$ cat config.mk
export PLATFORM = sky130hd
export DESIGN_NAME = alu_rr_sequencer
export DESIGN_NICKNAME = d
export VERILOG_FILES = /design/src/rtl/alu_rr_sequencer_pkg.sv /design/src/rtl/alu_rr_sequencer_rr_arb2.sv /design/src/rtl/alu_rr_sequencer.sv
export SDC_FILE = /design/constraint.sdc
export NUM_CORES = 1
export LEC_CHECK = 0
export BUFFER_PORTS_ARGS = -buffer_cell sky130_fd_sc_hd__buf_2
export CORE_MARGIN = 2
export CORE_UTILIZATION = 49
export DETAILED_ROUTE_END_ITERATION = 10
export PLACE_DENSITY = 0.85
export SYNTH_ARGS = -nofsm -noshare
export SYNTH_HDL_FRONTEND = slang
export SYNTH_HIERARCHICAL = 1
export SYNTH_SLANG_ARGS = --single-unit
$ cat constraint.sdc
create_clock -name CLK -period 3.8 [get_ports CLK]
set_input_delay 0.19 -clock CLK [delete_from_list [all_inputs] [get_ports CLK]]
set_output_delay 0.19 -clock CLK [all_outputs]
set_load 0.05 [all_outputs]
$ cat src/rtl/alu_rr_sequencer_pkg.sv
// alu_rr_sequencer_pkg: shared ALU function codes, flag bit indices, sequencer states and trap rule
package alu_rr_sequencer_pkg;
  localparam logic [3:0] FUN_ADD  = 4'b0000;
  localparam logic [3:0] FUN_SUB  = 4'b0001;
  localparam logic [3:0] FUN_MUL  = 4'b0010;
  localparam logic [3:0] FUN_DIV  = 4'b0011;
  localparam logic [3:0] FUN_AND  = 4'b0100;
  localparam logic [3:0] FUN_OR   = 4'b0101;
  localparam logic [3:0] FUN_NAND = 4'b0110;
  localparam logic [3:0] FUN_NOR  = 4'b0111;
  localparam logic [3:0] FUN_XOR  = 4'b1000;
  localparam logic [3:0] FUN_XNOR = 4'b1001;
  localparam logic [3:0] FUN_CMPE = 4'b1010;
  localparam logic [3:0] FUN_CMPG = 4'b1011;
  localparam logic [3:0] FUN_CMPL = 4'b1100;
  localparam logic [3:0] FUN_SHR  = 4'b1101;
  localparam logic [3:0] FUN_SHL  = 4'b1110;
  localparam logic [3:0] FUN_NOP  = 4'b1111;
  localparam int FLG_CARRY = 4;
  localparam int FLG_ARITH = 3;
  localparam int FLG_LOGIC = 2;
  localparam int FLG_CMP   = 1;
  localparam int FLG_SHIFT = 0;
  typedef enum logic [1:0] {IDLE, EXEC, CAPT, RESP} state_t;
  function automatic logic is_trap(input logic [3:0] fun, input logic b_zero);
    return fun == FUN_NOP || (fun == FUN_DIV && b_zero);
  endfunction
endpackage

$ cat src/rtl/alu_rr_sequencer_rr_arb2.sv
// alu_rr_sequencer_rr_arb2: 2-way round-robin grant; last_grant advances only when en and a grant is taken
// ports: clk, rst (sync, high), en (grant may be taken), valid0/1 in, grant0/1 out (combinational on valid)
module alu_rr_sequencer_rr_arb2 (
  input  logic clk,
  input  logic rst,
  input  logic en,
  input  logic valid0,
  input  logic valid1,
  output logic grant0,
  output logic grant1
);
  logic last_grant;
  assign grant0 = valid0 & (~valid1 | last_grant);
  assign grant1 = valid1 & (~valid0 | ~last_grant);
  always_ff @(posedge clk) begin
    if (rst) last_grant <= 1'b1;
    else if (en & (grant0 | grant1)) last_grant <= grant1;
  end
endmodule

$ cat src/rtl/alu_rr_sequencer.sv
// alu_rr_sequencer: shares one registered ALU between two round-robin requesters, one shared response port
// ports: CLK, RST (sync, high); req0_*/req1_* valid/ready request ports with a, b, fun;
//        rsp_* valid/ready response with id, data, flags, err; alu_a/alu_b/alu_fun to the ALU, alu_out/alu_flags back
module alu_rr_sequencer
  import alu_rr_sequencer_pkg::*;
#(
  parameter int DATA_W = 16,
  parameter int FUN_W = 4,
  parameter logic [DATA_W-1:0] ERR_RES = '0
) (
  input  logic              CLK,
  input  logic              RST,
  input  logic              req0_valid,
  output logic              req0_ready,
  input  logic [DATA_W-1:0] req0_a,
  input  logic [DATA_W-1:0] req0_b,
  input  logic [FUN_W-1:0]  req0_fun,
  input  logic              req1_valid,
  output logic              req1_ready,
  input  logic [DATA_W-1:0] req1_a,
  input  logic [DATA_W-1:0] req1_b,
  input  logic [FUN_W-1:0]  req1_fun,
  output logic              rsp_valid,
  input  logic              rsp_ready,
  output logic              rsp_id,
  output logic [DATA_W-1:0] rsp_data,
  output logic [4:0]        rsp_flags,
  output logic              rsp_err,
  output logic [DATA_W-1:0] alu_a,
  output logic [DATA_W-1:0] alu_b,
  output logic [FUN_W-1:0]  alu_fun,
  input  logic [DATA_W-1:0] alu_out,
  input  logic [4:0]        alu_flags
);
  state_t state;
  logic [DATA_W-1:0] op_a, op_b, in_a, in_b;
  logic [FUN_W-1:0] op_fun, in_fun;
  logic op_id, grant0, grant1, idle, acc, sel, trap, busy;
  assign idle = state == IDLE;
  alu_rr_sequencer_rr_arb2 u_arb (
    .clk(CLK), .rst(RST), .en(idle),
    .valid0(req0_valid), .valid1(req1_valid),
    .grant0(grant0), .grant1(grant1)
  );
  assign req0_ready = idle & grant0;
  assign req1_ready = idle & grant1;
  assign acc = req0_ready | req1_ready;
  assign sel = req1_ready;
  assign in_a = sel ? req1_a : req0_a;
  assign in_b = sel ? req1_b : req0_b;
  assign in_fun = sel ? req1_fun : req0_fun;
  assign trap = is_trap(in_fun, in_b == '0);
  // the ALU sees the operation only while it computes (EXEC) and while its result is captured (CAPT)
  assign busy = state == EXEC || state == CAPT;
  assign alu_a = busy ? op_a : '0;
  assign alu_b = busy ? op_b : '0;
  assign alu_fun = busy ? op_fun : FUN_W'(FUN_NOP);
  assign rsp_id = op_id;
  always_ff @(posedge CLK) begin
    if (RST) begin
      state <= IDLE;
      op_a <= '0;
      op_b <= '0;
      op_fun <= FUN_W'(FUN_NOP);
      op_id <= 1'b0;
      rsp_valid <= 1'b0;
      rsp_data <= '0;
      rsp_flags <= '0;
      rsp_err <= 1'b0;
    end else begin
      case (state)
        IDLE: if (acc) begin
          op_a <= in_a;
          op_b <= in_b;
          op_fun <= in_fun;
          op_id <= sel;
          state <= trap ? RESP : EXEC;
          if (trap) begin
            rsp_valid <= 1'b1;
            rsp_data <= ERR_RES;
            rsp_flags <= '0;
            rsp_err <= 1'b1;
          end
        end
        EXEC: state <= CAPT;
        CAPT: begin
          state <= RESP;
          rsp_valid <= 1'b1;
          rsp_data <= alu_out;
          rsp_flags <= alu_flags;
          rsp_err <= 1'b0;
        end
        RESP: if (rsp_ready) begin
          state <= IDLE;
          rsp_valid <= 1'b0;
        end
        default: state <= IDLE;
      endcase
    end
  end
endmodule

Word level (Yosys, flattened, before mapping):

Cells that the tools add are included.

* input port bits: 98
* register bits: 63
* logic and storage cells: 62

* reduce and logical (&&, ||, !) cells: 11
* bitwise gates (word level): 12
* equality and inequality tests: 8
* muxes and demuxes: 21

Operators by type and width (number)
* 2-to-1 mux 16 bit: 6
* one-hot mux 16 bit (2 select lines): 1
* zero test 16 bit: 1
* 2-to-1 mux 5 bit: 2
* one-hot mux 5 bit (2 select lines): 1
* 2-to-1 mux 4 bit: 2
* one-hot mux 2 bit (4 select lines): 1
* 2-to-1 mux 2 bit: 3
* AND 1 bit: 5
* == test 2 bit, second input constant: 2
* == test 4 x 2 -> 1 bit, second input constant: 1
* == test 4 bit, second input constant: 1
* != test 2 x 1 -> 1 bit, second input constant: 2
* bitwise OR 1 bit: 4
* AND reduction 2 bit: 2
* AND reduction 4 bit: 1
* 2-to-1 mux 1 bit: 3
* NOT 1 bit: 3
* one-hot mux 1 bit (3 select lines): 1
* AND reduction 3 bit: 1
* nonzero test 3 bit: 1
* == test 2 x 1 -> 1 bit, second input constant: 1
* zero test 2 bit: 1
* logical OR 1 bit: 2
* 4 further kinds: 4

Depth between registers and ports, before layout:

* depth in word-level cells: 11
* depth in mapped cells: 12
* gate-level depth less buffers: 9

Modules after synthesis:

The synthesis kept the hierarchy.

Modules (own cells, without submodules)
* alu_rr_sequencer: instances 1, area each 3093.0 µm², seq. area each 1241.2 µm², cells each 361
* alu_rr_sequencer_rr_arb2: instances 1, area each 61.3 µm², seq. area each 20.0 µm², cells each 7

Worst setup path after synthesis:

Ideal clock, no wire load.

* kind: register -> register
* from: register state[0]
* to: register op_a[0]
* data arrival time: 1995 ps
* slack: 1714 ps
* data required time: 3709 ps
* clock period less this slack: 2086 ps
* stages on the path, launching flop included: 10
* setup time: 91 ps
* cell sequence: dfxtp_1 > inv_1 > ha_1 > buf_6 > nand2_4 > inv_2 > buf_6 > clkbuf_1 > nand2_1 > a311oi_1

* cells in the longest elaborated chain, start to end: 4

RTL lines
* from (decl): line alu_rr_sequencer.sv:35 `state_t state;`
* from (signal assigned): line alu_rr_sequencer.sv:77 `state <= trap ? RESP : EXEC;`
* zero test 2 bit (*): line alu_rr_sequencer.sv:39 `assign idle = state == IDLE;`
* via idle: line alu_rr_sequencer.sv:38 `logic op_id, grant0, grant1, idle, acc, sel, trap, busy;`
* AND 1 bit (*): line alu_rr_sequencer.sv:46 `assign req1_ready = idle & grant1;`
* via req1_ready: line alu_rr_sequencer.sv:19 `output logic req1_ready,`
* bitwise OR 1 bit: line alu_rr_sequencer.sv:47 `assign acc = req0_ready | req1_ready;`
* AND reduction 2 bit (no source line)
* to (signal assigned): line alu_rr_sequencer.sv:73 `op_a <= in_a;`
* to (decl): line alu_rr_sequencer.sv:36 `logic [DATA_W-1:0] op_a, op_b, in_a, in_b;`

The timed path passes the listed nets; every way through them passes the cells marked *.
A chain may end at the register's enable or synchronous reset.

Worst setup path in the final report:

* from: register state[0]
* to: register rsp_data[14]

* cells in the longest elaborated chain, start to end: 8

RTL lines
* zero test 2 bit (*): line alu_rr_sequencer.sv:39
* via idle: line alu_rr_sequencer.sv:38
* AND 1 bit: line alu_rr_sequencer.sv:46
* 2-to-1 mux 16 bit or 2-to-1 mux 4 bit (tied branches): line alu_rr_sequencer.sv:50, alu_rr_sequencer.sv:51
* zero test 16 bit or == test 4 x 2 -> 1 bit (tied branches): line alu_rr_sequencer.sv:52, alu_rr_sequencer_pkg.sv:26
* logical AND 1 bit: line alu_rr_sequencer_pkg.sv:26 `return fun == FUN_NOP || (fun == FUN_DIV && b_zero);`
* logical OR 1 bit: line alu_rr_sequencer_pkg.sv:26
* != test 2 x 1 -> 1 bit (no source line)
* AND reduction 3 bit (no source line)
* to (signal assigned): line alu_rr_sequencer.sv:89 `rsp_data <= alu_out;`
* to (decl): line alu_rr_sequencer.sv:26 `output logic [DATA_W-1:0] rsp_data,`

Marks and branches as above.

==> flow_metrics.tcl <==
set metrics [dict create \
    die_h_um 84.2 \
    hpwl_mm 6.10 \
    netSwitchingPower_w 0.00154 \
    ir_drop_mv 0.526 \
    diodes 0 \
    yosys.area.top_type "dfxtp_1" \
    synthesis.instances 368 \
    postCtsHoldBufs 0 \
    num-fill-cells 537 \
    syn_nets 471 \
    postCtsSetupBuffers 0 \
    grt_pass1_wl_mm 13.9 \
    tightestPinTransition_ns 0.988 \
    fin_skew_ns 0.00914 \
    routed_via_density 5.37 \
    cts.reportedPaths.clkPinSlew_ns 0.08 \
    synth.top_cell.area_share_pct 40.0 \
    fmax_mhz 323 \
    ys_seq_area_share_pct 40.0 \
    ys_types 46 \
    ff2ff_path_depth 9 \
    cts.repair.resized 0 \
    coreArea_um2 6280 \
    first_pass_iters 4 \
    fin_setup_tns_ns 0 \
    critPathMaxFanout 39 \
    finalCritPeriodShare_pct 81.4 \
    htreeDepth 3 \
    max_cap_violations 0 \
    dieArea_um2 7090 \
    cts.sinks 63 \
    drive_gt1_share_pct 38.8 \
    gp_congestion 0.861 \
    initial_utilization_pct 50.2 \
    p_int_w 0.00169 \
    grt_max_degree 49 \
    hold-path-cell-count 2 \
    cts_tree "yes" \
    routed_wl_mm 8.44 \
    setup_viol 0 \
    seq_power_share_pct 28.6 \
    rows 29 \
    cts_root_buf "clkbuf_8" \
    drt_iter0_drc 140 \
    path_class "flop to flop" \
    cp-start-kind "flop" \
    period_needed_ns 3.09 \
    globalRouteTotalUtil_pct 24.0 \
    insertion_delay_ns 0.34 \
    required_ns 4.07 \
    antenna_found_initial 0 \
    p_leak_nw 2.00 \
    cp.arrival_ns 3.36 \
    vias 3182 \
    grt-ovfl-total 0 \
    final-hold-violation-count 0 \
    whs_ns 0.0640 \
    avgSynthCellArea_um2 8.57 \
    ys_seq_elements 63 \
    port_buffers 159 \
    status "finished clean" \
    grt_pass1_vias 3004 \
    nNetsFinal 614 \
    clockBufferDepth 2 \
    cts_buffers 9 \
    p_comb_share_pct 50.6 \
    clockPowerShare_pct 20.8 \
    syn_to_final_growth_pct 30.5 \
    pwr_density_cell_nw_per_um2 783 \
    switching_share_pct 47.7 \
    ioPinCount 160 \
    drc 0 \
    fp.dieW_um 84.2 \
    worstHoldPathType "primary input to flop" \
    ant_nets 0 \
    rsz0062_at_grt "false" \
    yosysWarnings 6 \
    max_slew_margin_pct 34.1 \
    endpoint_kind "flop" \
    drv_slew 0 \
    synthTopCellsByArea "dfxtp_1, nand2_1, a311oi_1" \
    wl_per_cell_um 14.2 \
    netlist_area_um2 3150 \
]
layer usage:
layer  wire length, um  part of all wire [%]  track usage, %  vias up
li1                  -                     -               -     1570
met2              4100                    49            40.5      131
met4               250                   3.0            10.9        0
met3               535                   6.3            5.01       20
met1              3560                    42            29.3     1461
met5                 0                     0               0        -
kinds of logic (layout without fill, tap and decap cells):
kind of cell,count (synthesis),in the layout,synth area share (%)
simple gates,176,176,27.4
fa+ha+maj,5,5,1.98
flops,63,63,40.0
buf+inv,39,187,6.90
mux,1,1,0.436
compound gates,84,84,23.3
worst max-delay path: stages (launching register included):
cell and delay [ns]:
dfxtp_1 0.34, inv_1 0.11, ha_1 0.46, nand2_4 0.34
inv_2 0.35, nor3_1 0.08, o21a_1 0.20, and2_4 0.18
a21oi_2 0.71, a22o_1 0.25
power groups by stage:
stage	sequential, W	clock (W)	combinational (W)
global placement	0.000927	0	0.00161
finish	0.000922	0.000669	0.00163
global route	0.000943	0.000710	0.00177
floorplan	0.00104	0	0.00122
CTS	0.000922	0.000680	0.00164
detailed placement	0.000934	0	0.00164
final timing paths:
| kind | end | slack (ns) | from |
|---|---|---|---|
| hold reg to reg | rsp_valid | 0.46 | rsp_valid |
| hold / removal | rsp_data[10] | 0.06 | alu_out[10] |
| setup / recovery | rsp_data[14] | 0.71 | state[0] |
| setup reg to reg | rsp_data[14] | 0.71 | state[0] |
state kept, by name, summed over array words and instances, names as in the netlist:
signal,count
op_a,16
op_b,16
op_fun,4
rsp_data,16
rsp_err,1
rsp_flags,5
rsp_id,1
rsp_valid,1
state,2
u_arb/last_grant,1
metrics by stage:
stage          utilization [%]  total power [W]  setup slack [ns]  instance area, um2  cells
2_1_floorplan                -          0.00225              1.71                3150    368
3_3_place_gp              61.9          0.00253             0.874                3880    577
3_5_place_dp              61.9          0.00257             0.704                3880    577
4_1_cts                   65.6          0.00324             0.698                4120    593
5_1_grt                   65.6          0.00342             0.429                4120    593
6_report                  65.6          0.00322             0.708                4120    593
cell usage after synthesis (all sizes together):
| master | instances |
|---|---|
| nand4 | 4 |
| nand2b | 5 |
| inv | 9 |
| mux2i | 1 |
| o21bai | 1 |
| a221oi | 1 |
| buf | 14 |
| nor2b | 2 |
| a21boi | 2 |
| a211o | 4 |
| a21oi | 10 |
| nor3 | 2 |
| or2b | 1 |
| and3 | 1 |
| o21ai | 7 |
| a22o | 21 |
| a2111oi | 1 |
| ha | 5 |
| nand2 | 77 |
| a31oi | 1 |
| nand3 | 2 |
| and2 | 34 |
| o21a | 1 |
| a311oi | 31 |
| nor2 | 40 |
| o211a | 1 |
| a211oi | 3 |
| dfxtp | 63 |
| nor4 | 8 |
| clkbuf | 16 |
area by class of cell:
| cell class | instances | area (um2) | share of cell area, % |
|---|---|---|---|
| clock inverters | 6 | 92.6 | 2.25 |
| flip-flops and latches | 63 | 1260 | 30.6 |
| clock buffers | 10 | 138 | 3.34 |
| repair buffers | 162 | 818 | 19.9 |
| inverters | 9 | 33.8 | 0.821 |
| well taps | 77 | 96.3 | 2.34 |
| multi-input cells | 266 | 1680 | 40.7 |
layout by cell type, fill, tap and decap left out, types with 2 or more instances in the layout:
cell / netlist / routed
a211oi_1: 3 / 3
nor2_1: 38 / 38
nand2b_1: 5 / 5
a21oi_2: 2 / 2
nand4_1: 4 / 4
o21ai_2: 2 / 2
a311oi_1: 31 / 31
nand2_1: 76 / 76
o21ai_4: 2 / 2
inv_1: 7 / 7
dfxtp_1: 63 / 63
and2_1: 33 / 33
ha_1: 5 / 5
a22o_1: 21 / 21
buf_4: 1 / 3
nor3_1: 2 / 2
nor4_1: 4 / 4
nor2b_1: 2 / 2
a21oi_1: 7 / 7
buf_2: 4 / 159
clkbuf_8: 1 / 10
o21ai_0: 2 / 2
a211o_1: 4 / 4
a21boi_0: 2 / 2
bufinv_16: 0 / 2
inv_2: 2 / 2
clkinvlp_4: 0 / 2
nor4_2: 4 / 4
Power figures use the tool's default switching activity.
